--- src/rtl/i2c_byte_master_pkg.sv ---
// Shared state and command encodings for the I2C byte master engine.
package i2c_byte_master_pkg;

    typedef enum logic [3:0] {
        k_idle   = 4'd0,
        k_start1 = 4'd1,
        k_start2 = 4'd2,
        k_start3 = 4'd3,
        k_start4 = 4'd4,
        k_data1  = 4'd5,
        k_data2  = 4'd6,
        k_data3  = 4'd7,
        k_data4  = 4'd8,
        k_hold   = 4'd9,
        k_stop1  = 4'd10,
        k_stop2  = 4'd11,
        k_stop3  = 4'd12
    } state_e;

    typedef enum logic [1:0] {
        k_cmd_start = 2'd0,
        k_cmd_write = 2'd1,
        k_cmd_read  = 2'd2,
        k_cmd_stop  = 2'd3
    } cmd_e;

    localparam logic [3:0] LAST_BIT = 4'd8;

    // States in which a slave may stretch SCL by holding it low after release.
    function automatic logic is_stretch_state(input state_e s);
        return (s == k_start2) || (s == k_data2) || (s == k_stop2);
    endfunction

endpackage

--- src/rtl/i2c_byte_master_timer.sv ---
// Quarter-period timer: latches the divisor on command accept and flags the
// last cycle of each quarter, freezing while a slave stretches SCL.
module i2c_quarter_timer #(
    parameter int CTR_WIDTH = 16
) (
    input  logic                 clk,
    input  logic                 reset,
    input  logic                 load_i,
    input  logic [CTR_WIDTH-1:0] divisor_i,
    input  logic                 run_i,
    input  logic                 hold_i,
    output logic                 tc_o
);

    logic [CTR_WIDTH-1:0] div_q, div_d;
    logic [CTR_WIDTH-1:0] ctr_q, ctr_d;

    assign tc_o = run_i && !hold_i && (ctr_q == div_q);

    always_comb begin
        div_d = div_q;
        ctr_d = ctr_q;
        if (load_i) begin
            div_d = divisor_i;
            ctr_d = '0;
        end else if (run_i && !hold_i) begin
            ctr_d = tc_o ? '0 : ctr_q + 1'b1;
        end
    end

    always_ff @(posedge clk) begin
        if (reset) begin
            div_q <= '0;
            ctr_q <= '0;
        end else begin
            div_q <= div_d;
            ctr_q <= ctr_d;
        end
    end

endmodule

--- src/rtl/i2c_byte_master.sv ---
// Byte-level I2C master: sequences START/WRITE/READ/STOP as quarter-period bus
// states and returns the sampled byte and ACK slot.
module i2c_byte_master
    import i2c_byte_master_pkg::*;
#(
    parameter int CTR_WIDTH = 16
) (
    input  logic                 clk,
    input  logic                 reset,
    input  logic [CTR_WIDTH-1:0] clock_divisor,
    input  logic                 cmd_valid,
    output logic                 cmd_ready,
    input  logic [1:0]           cmd,
    input  logic [7:0]           tx_data,
    input  logic                 master_nack,
    output logic                 rsp_valid,
    output logic                 rsp_error,
    output logic [7:0]           rx_data,
    output logic                 ack_out,
    input  logic                 sda_in,
    input  logic                 scl_in,
    output logic                 sda_out,
    output logic                 scl_out,
    output logic                 data_phase
);

    state_e     state_q, state_d;
    logic [8:0] tx_q, tx_d;
    logic [8:0] rx_q, rx_d;
    logic [3:0] bit_cnt_q, bit_cnt_d;
    logic [7:0] rx_data_q, rx_data_d;
    logic       ack_q, ack_d;
    logic       rsp_valid_q, rsp_valid_d;
    logic       rsp_error_q, rsp_error_d;
    logic       accept, tc;

    assign accept    = cmd_valid && cmd_ready;
    assign rsp_valid = rsp_valid_q;
    assign rsp_error = rsp_error_q;
    assign rx_data   = rx_data_q;
    assign ack_out   = ack_q;

    i2c_quarter_timer #(.CTR_WIDTH(CTR_WIDTH)) u_timer (
        .clk       (clk),
        .reset     (reset),
        .load_i    (accept),
        .divisor_i (clock_divisor),
        .run_i     ((state_q != k_idle) && (state_q != k_hold)),
        .hold_i    (is_stretch_state(state_q) && !scl_in),
        .tc_o      (tc)
    );

    always_ff @(posedge clk) begin
        if (reset) begin
            state_q     <= k_idle;
            tx_q        <= 9'h1FF;
            rx_q        <= '0;
            bit_cnt_q   <= '0;
            rx_data_q   <= '0;
            ack_q       <= 1'b1;
            rsp_valid_q <= 1'b0;
            rsp_error_q <= 1'b0;
        end else begin
            state_q     <= state_d;
            tx_q        <= tx_d;
            rx_q        <= rx_d;
            bit_cnt_q   <= bit_cnt_d;
            rx_data_q   <= rx_data_d;
            ack_q       <= ack_d;
            rsp_valid_q <= rsp_valid_d;
            rsp_error_q <= rsp_error_d;
        end
    end

    always_comb begin
        state_d     = state_q;
        tx_d        = tx_q;
        rx_d        = rx_q;
        bit_cnt_d   = bit_cnt_q;
        rx_data_d   = rx_data_q;
        ack_d       = ack_q;
        rsp_valid_d = 1'b0;
        rsp_error_d = 1'b0;
        case (state_q)
            k_idle: begin
                // Only START is meaningful off-bus; anything else is consumed and flagged.
                if (accept) begin
                    if (cmd_e'(cmd) == k_cmd_start) begin
                        state_d = k_start1;
                    end else begin
                        rsp_valid_d = 1'b1;
                        rsp_error_d = 1'b1;
                    end
                end
            end
            k_hold: begin
                if (accept) begin
                    case (cmd_e'(cmd))
                        k_cmd_start: state_d = k_start1;
                        k_cmd_write: begin
                            tx_d      = {tx_data, 1'b1};
                            bit_cnt_d = '0;
                            state_d   = k_data1;
                        end
                        k_cmd_read: begin
                            tx_d      = {8'hFF, master_nack};
                            bit_cnt_d = '0;
                            state_d   = k_data1;
                        end
                        default: state_d = k_stop1;
                    endcase
                end
            end
            k_start1: if (tc) state_d = k_start2;
            k_start2: if (tc) state_d = k_start3;
            k_start3: if (tc) state_d = k_start4;
            k_start4: begin
                if (tc) begin
                    state_d     = k_hold;
                    rsp_valid_d = 1'b1;
                end
            end
            k_data1: if (tc) state_d = k_data2;
            k_data2: begin
                if (tc) begin
                    state_d = k_data3;
                    rx_d    = {rx_q[7:0], sda_in};
                end
            end
            k_data3: if (tc) state_d = k_data4;
            k_data4: begin
                if (tc) begin
                    if (bit_cnt_q == LAST_BIT) begin
                        state_d     = k_hold;
                        rx_data_d   = rx_q[8:1];
                        ack_d       = rx_q[0];
                        rsp_valid_d = 1'b1;
                    end else begin
                        tx_d      = {tx_q[7:0], 1'b1};
                        bit_cnt_d = bit_cnt_q + 4'd1;
                        state_d   = k_data1;
                    end
                end
            end
            k_stop1: if (tc) state_d = k_stop2;
            k_stop2: if (tc) state_d = k_stop3;
            k_stop3: begin
                if (tc) begin
                    state_d     = k_idle;
                    rsp_valid_d = 1'b1;
                end
            end
            default: state_d = k_idle;
        endcase
    end

    always_comb begin
        scl_out    = 1'b1;
        sda_out    = 1'b1;
        cmd_ready  = 1'b0;
        data_phase = 1'b0;
        case (state_q)
            k_idle:   cmd_ready = 1'b1;
            k_start1: scl_out = 1'b0;
            k_start2: ;
            k_start3: sda_out = 1'b0;
            k_start4: begin scl_out = 1'b0; sda_out = 1'b0; end
            k_data1:  begin scl_out = 1'b0; sda_out = tx_q[8]; data_phase = 1'b1; end
            k_data2:  begin sda_out = tx_q[8]; data_phase = 1'b1; end
            k_data3:  begin sda_out = tx_q[8]; data_phase = 1'b1; end
            k_data4:  begin scl_out = 1'b0; sda_out = tx_q[8]; data_phase = 1'b1; end
            k_hold:   begin scl_out = 1'b0; cmd_ready = 1'b1; end
            k_stop1:  begin scl_out = 1'b0; sda_out = 1'b0; end
            k_stop2:  sda_out = 1'b0;
            k_stop3:  ;
            default:  ;
        endcase
    end

endmodule

--- config.mk ---
export PLATFORM = sky130hd
export DESIGN_NAME = i2c_byte_master
export DESIGN_NICKNAME = d
export VERILOG_FILES = /design/src/rtl/i2c_byte_master_pkg.sv /design/src/rtl/i2c_byte_master_timer.sv /design/src/rtl/i2c_byte_master.sv
export SDC_FILE = /design/constraint.sdc
export NUM_CORES = 1
export LEC_CHECK = 0
export ABC_CLOCK_PERIOD_IN_PS = 2500
export BUFFER_PORTS_ARGS = -buffer_cell sky130_fd_sc_hd__buf_2
export CAP_MARGIN = 25
export CORE_MARGIN = 3
export CORE_UTILIZATION = 54
export DETAILED_ROUTE_END_ITERATION = 10
export GPL_TIMING_DRIVEN = 0
export PLACE_DENSITY_LB_ADDON = 0.3
export REMOVE_ABC_BUFFERS = 1
export SLEW_MARGIN = 5
export SYNTH_ARGS = -nofsm -noshare
export SYNTH_HDL_FRONTEND = slang
export SYNTH_SLANG_ARGS = --single-unit
--- constraint.sdc ---
create_clock -name clk -period 2.5 [get_ports clk]
set_input_delay 0 -clock clk [delete_from_list [all_inputs] [get_ports clk]]
set_output_delay 0 -clock clk [all_outputs]
set_load 0.02 [all_outputs]
==> results.md, run 1 <==
* WP data required at 2.74 ns
* CTS buffer count at 9
* Final hold violation count at 0
* Ys Warns at 0
* Core area at 6026 µm²
* CP Capture Type: flop
* Remaining Overflow, GRT at 0
* Final RePlAce weighted congestion at 0.8861
* WL met3 at 361 µm
* Syn Std Cell Area at 3403 µm²
* Die Ht at 85.39 µm
* Synth cell types at 48
* Slew @ Worst Pin at 0.9972 ns
* Pwr dens at 723.2 nW/µm²
* WP data arrival at 2.48 ns
* Worst-path fanout max at 25
* CTS H-Tree Depth at 3
* Peak Freq at 447.8 MHz
* Met2 WL at 3.598 mm
* First-pass GRT wire length at 12.58 mm
* Top Layer Used: met4
* Avg Synthesized Cell Area at 8.932 µm²
* Final Net Count at 476
* Synth-to-layout area growth at 19.71%
* Clock Latency Late Sink at 0.35 ns
* Die area at 7291 µm²
* WL met1 at 3.448 mm
* Post-synth EDFFs at 0
* Routed Antenna Nets at 0
* Ys async rst share at 0%
* Worst hold path class: input port to flop
* Placed inst area at 3641 µm²
* Maximum vdd ir drop at 0.5094 mV
* Via count at 2,945
* Design Area, Final at 4074 µm²
* Sequential-to-total area share from yosys stat at 40.59%
* Ys flop type: dfxtp_1
* Port buffer count at 46
* Clk_skew at 0.007306 ns
* Initial antenna violation count at 0
* Final-layout fill cell count at 519
* Register bit count reported by yosys at 69
* Clock Path Buffers at 2
* CP Class: flop to flop
* Post-Syn Instances at 381
* Critical Path Start Type: flop
* Tmin final at 2.233 ns
* Clock sinks at 69
* RSZ-0062 raised after global routing: no
* Largest net degree at the start of global routing at 33
* Cell Rows at 28
* Endpoints failing setup at 0
* DR WL/cell at 14.58 µm
* Layout cells sized above 1 at 18.06%
* IO Count at 47
* Vias per Instance at 5.685
* Worst R2R Setup Slack at 0.27 ns
* Drt pass-1 iters at 4
* Static Leak at 1.739 nW
* Count of pins over their slew limit at 0
* Final Power at 0.002946 W
* CTS Root Cell: clkbuf_8
* Ant. Diodes at 0
* Max-Cap Viols at 0
* Detail Placement HPWL at 4.767 mm
* DRC viols at 0
* Post-detailed-routing wire length at 7.550 mm
* Total GRT Usage at 21.60%
* Status: finished clean
* Fin crit share at 89.32%
* Initial Util at 56.48%
* Max transition margin at 33.45%
* Initial drt markers at 168
* CTS tree: done
* Worst-path clk slew at 0.08 ns
* Vias in the first global route at 2,714
* Die Span X at 85.39 µm
==> layout make-up <==
type                    instances  area, µm²  share of cell area, %
clock buffers                  10      127.6                  3.133
flip-flops and latches         69       1385                  34.00
clock inverters                 6      63.81                  1.566
repair buffers                 67      445.4                  10.93
well taps                      75      93.84                  2.303
multi-input cells             282       1924                  47.24
inverters                       9      33.78                 0.8292
==> cells in the final DEF (no fill, tap or decap), types with 3 or more instances in the layout <==
cell type      count
a21o_1             4
a21oi_1           17
a221o_1            9
a31oi_1            3
and4_1             3
buf_2             46
clkbuf_8           9
dfxtp_1           66
dfxtp_2            3
dlygate4sd3_1     18
ha_1               6
inv_1              9
mux2i_1           36
nand2_1           34
nand2b_1           5
nand3_1           14
nand4_1            8
nor2_1            42
nor2b_1            3
nor4_4             3
o211ai_1           3
o21ai_0           26
o31ai_1            3
or3_1             10
or4_1              3
xor2_1            19
==> synth_stat cells (6+ instances only) <==
cell / n / area (µm²)
a21oi_1: 17 / 85.08
or3_1: 10 / 62.56
nand4_1: 8 / 50.05
nand3_1: 15 / 75.07
clkbuf_1: 11 / 41.29
inv_1: 9 / 33.78
mux2i_1: 36 / 360.4
a221o_1: 9 / 90.09
nor2_1: 42 / 157.7
dfxtp_1: 69 / 1381
buf_2: 7 / 35.03
o21ai_0: 26 / 130.1
nand2_1: 35 / 131.4
xor2_1: 19 / 166.4
ha_1: 6 / 75.07
==> sequential cells by signal, indices dropped and copies added, names as in the netlist <==
signal,flops
ack_out,1
bit_cnt_q,4
rsp_error,1
rsp_valid,1
rx_data,8
rx_q,9
state_q,4
tx_q,9
u_timer.ctr_q,16
u_timer.div_q,16
==> critical path, stage by stage, from the launching register on <==
cell	delay [ns]
dfxtp_2	0.59
nand2_1	0.14
a211o_1	0.36
and2_0	0.28
a21oi_1	0.38
mux2_2	0.38
==> metrics by stage <==
step / hold WS [ns] / utilization (%) / instances / setup WS (ns) / TNS (ns)
2_1_floorplan: 0.06886 / - / 360 / 0.02858 / 0
3_3_place_gp: 0.2292 / 60.34 / 481 / -0.5218 / -9.148
3_5_place_dp: 0.2404 / 60.42 / 481 / -0.3644 / -5.821
4_1_cts: 0.008479 / 66.74 / 515 / 0.02152 / 0
5_1_grt: 0.03758 / 67.61 / 518 / 0.06560 / 0
6_report: 0.02634 / 67.61 / 518 / 0.2670 / 0
==> routing by layer <==
metal,track usage [%],vias to the layer above
met5,0,-
met4,7.914,0
met3,6.117,14
met2,34.89,70
met1,27.48,1385
li1,-,1476
==> what timing repair did <==
item                                    CTS  global route
gates resized for setup                   2             5
hold buffers                             18             0
pin swaps                                 0             2
endpoints found under the setup margin   25            35
buffers inserted                          0             3
gates cloned                              0             0
endpoints found under the hold margin    18             0
==> where the power goes <==
group	switching, W	internal, W	leakage [nW]
Sequential	0.000100	0.00117	0.561
Clock	0.000431	0.000459	0.0923
Combinational	0.000463	0.000327	1.09
==> worst paths after layout <==
kind	start	endpoint	cells after the start
worst max register to register	state_q[3]$_SDFFE_PP0P_	state_q[3]$_SDFFE_PP0P_	5
worst min-delay path	tx_data[0]	tx_q[1]$_SDFFE_PP1P_	4
worst max-delay path	state_q[3]$_SDFFE_PP0P_	state_q[3]$_SDFFE_PP0P_	5
worst min register to register	rx_data[6]$_SDFFE_PP0P_	rx_data[6]$_SDFFE_PP0P_	2
==> cell families after synthesis <==
logic type	after synthesis	share of synthesized area (%)
xor gates and xnor gates	21	5.405
buffers and inverters	30	3.676
adders and majority gates	6	2.206
muxes	38	11.25
and+or+nand+nor	141	22.21
DFF	69	40.59
AOI/OAI and AO/OA	76	14.67
Power figures use the tool's default switching activity.
==> inputs of run 2 (changes only) <==
--- a/config.mk
+++ b/config.mk
@@ -5,7 +5,7 @@
 export SDC_FILE = /design/constraint.sdc
 export NUM_CORES = 1
 export LEC_CHECK = 0
-export ABC_CLOCK_PERIOD_IN_PS = 2500
+export ABC_CLOCK_PERIOD_IN_PS = 2900
 export BUFFER_PORTS_ARGS = -buffer_cell sky130_fd_sc_hd__buf_2
 export CAP_MARGIN = 25
 export CORE_MARGIN = 3
==> constraint.sdc (replaced) <==
create_clock -name clk -period 2.9 [get_ports clk]
set_input_delay 0 -clock clk [delete_from_list [all_inputs] [get_ports clk]]
set_output_delay 0 -clock clk [all_outputs]
set_load 0.02 [all_outputs]
==> run 2 against run 1 <==
Effect of this change: die area unchanged; routed wire length down 1.0%; sequential power down 14%; critical endpoint is now rx_q[3]$_SDFFE_PP0P_.
==> results.md, run 2 (synthesis results as in run 1) <==
* Largest regs: u_timer.ctr_q (16), u_timer.div_q (16)
* Clock Path Buffers at 2
* Status: finished clean
* Max transition margin at 38.63%
* Detail Placement HPWL at 4.767 mm
* Static Leak at 1.703 nW
* CP Capture Type: flop
* Synth-to-layout area growth at 17.98%
* Cell Rows at 28
* WP data required at 3.18 ns
* Final core utilization at 66.63%
* Initial antenna violation count at 0
* Die Ht at 85.39 µm
* Clock power frac at 30.5%
* Final Net Count at 473
* Vias per Instance at 5.619
* Largest net degree at the start of global routing at 33
* Initial Util at 56.48%
* Tmin final at 2.693 ns
* Worst r2r src: state_q[2]$_SDFFE_PP0P_
* Finished Layout Cells at 515
* Drt pass-1 iters at 4
* Area of the multi-input gates at 1904 µm²
* Leading cell type in the layout, fill and taps excluded: dfxtp_1
* WP data arrival at 2.97 ns
* Total GRT Usage at 21.54%
* Core area at 6026 µm²
* Endpoints failing setup at 0
* Clock Latency Late Sink at 0.35 ns
* Initial drt markers at 166
* Seq pwr share at 43.2%
* Slowest CP cell: nor3_2
* CTS H-Tree Depth at 3
* Count of pins over their slew limit at 0
* CTS Root Cell: clkbuf_8
* Switching Power at 0.0008446 W
* Die area at 7291 µm²
* Remaining Overflow, GRT at 0
* Combinational share of power at 26.3%
* CTS buffer count at 9
* Die Span X at 85.39 µm
* Final RePlAce weighted congestion at 0.8861
* Cell count after placement at 481
* Final-layout fill cell count at 527
* Most frequent cells in the layout: 69 x dfxtp_1, 46 x buf_2, 42 x nor2_1, 36 x mux2i_1, 34 x nand2_1
* Maximum vdd ir drop at 0.3969 mV
* Clk_skew at 0.006529 ns
* Worst hold path class: input port to flop
* First-pass GRT wire length at 12.56 mm
* Max incr delay on CP at 0.79 ns
* Layout cells sized above 1 at 16.59%
* Port buffer count at 46
* DR WL/cell at 14.51 µm
* Ant. Diodes at 0
* Post-detailed-routing wire length at 7.473 mm
* Final hold violation count at 0
* CTS tree: done
* FF+latch area at 1381 µm²
* Critical Path Start Type: flop
* Cell Chain, Critical Path: nor2_1, o21ai_1, nand2_1, nor3_2, mux2i_1
* Switching Fraction at 33.47%
* DRC viols at 0
* Worst-path fanout max at 19
* RSZ-0062 raised after global routing: no
* Peak Freq at 371.3 MHz
* Routed Antenna Nets at 0
* Clock sinks at 69
* IO Count at 47
* HP Start: tx_data[0]
* Pwr dens at 628.5 nW/µm²
* Vias in the first global route at 2,712
* Max-Cap Viols at 0
* Fin crit share at 92.87%
* Via count at 2,894
* CP Class: flop to flop
* Slew @ Worst Pin at 0.9195 ns
* Worst-path clk slew at 0.08 ns
* Cell-internal power at 0.001679 W
* Critical Path Start: state_q[2]$_SDFFE_PP0P_
==> run 2: layer usage <==
layer | wire length, µm | vias up | GRT usage, %
li1 | - | 1472 | -
met1 | 3462 | 1349 | 27.48
met2 | 3544 | 60 | 34.89
met3 | 318 | 13 | 5.243
met4 | 148 | 0 | 8.777
met5 | 0 | - | 0
==> run 2: final cells by class <==
type,count,area share (%)
inverter,9,0.8414
timing repair buffer,64,10.22
multi-input combinational,282,47.43
clock buffer,10,3.179
sequential,69,34.40
tap,75,2.337
clock inverter,6,1.589
==> run 2: critical path: cells and delay by family, from the launching register on <==
kind | cells | cell delay [ns]
mux | 1 | 0.27
compound gates | 1 | 0.37
flops | 1 | 0.73
simple gates | 3 | 1.24
==> run 2: through the flow <==
| stage | setup TNS [ns] | setup slack [ns] | cell area (µm²) | hold slack [ns] | total power, W |
|---|---|---|---|---|---|
| 2_1_floorplan | 0 | 0.4286 | 3312 | 0.06886 | 0.001580 |
| 3_3_place_gp | -1.077 | -0.1218 | 3636 | 0.2292 | 0.001726 |
| 3_5_place_dp | 0 | 0.03565 | 3641 | 0.2404 | 0.001744 |
| 4_1_cts | 0 | 0.02020 | 4013 | 0.008479 | 0.002537 |
| 5_1_grt | 0 | 0.01778 | 4015 | 0.04081 | 0.002652 |
| 6_report | 0 | 0.2068 | 4015 | 0.01992 | 0.002523 |
==> run 2: what timing repair did <==
action | CTS | global route
setup buffers | 0 | 0
hold buffers | 18 | 0
gates resized for setup | 0 | 1
endpoints found under the hold margin | 18 | 0
setup endpoints to repair | 0 | 16
==> run 2: final timing paths <==
| check | endpoint | slack (ns) | cells after the start |
|---|---|---|---|
| min | tx_q[1]$_SDFFE_PP1P_ | 0.02 | 4 |
| min reg2reg | rx_data[6]$_SDFFE_PP0P_ | 0.46 | 2 |
| max reg2reg | rx_q[3]$_SDFFE_PP0P_ | 0.21 | 5 |
| max | rx_q[3]$_SDFFE_PP0P_ | 0.21 | 5 |
==> run 2: power by group through the flow <==
stage          Combinational, W  Clock (W)  Sequential [W]
2_1_floorplan          0.000486          0         0.00109
3_3_place_gp           0.000619          0         0.00111
3_5_place_dp           0.000636          0         0.00111
4_1_cts                0.000664   0.000785         0.00109
5_1_grt                0.000728   0.000826         0.00110
6_report               0.000663   0.000770         0.00109
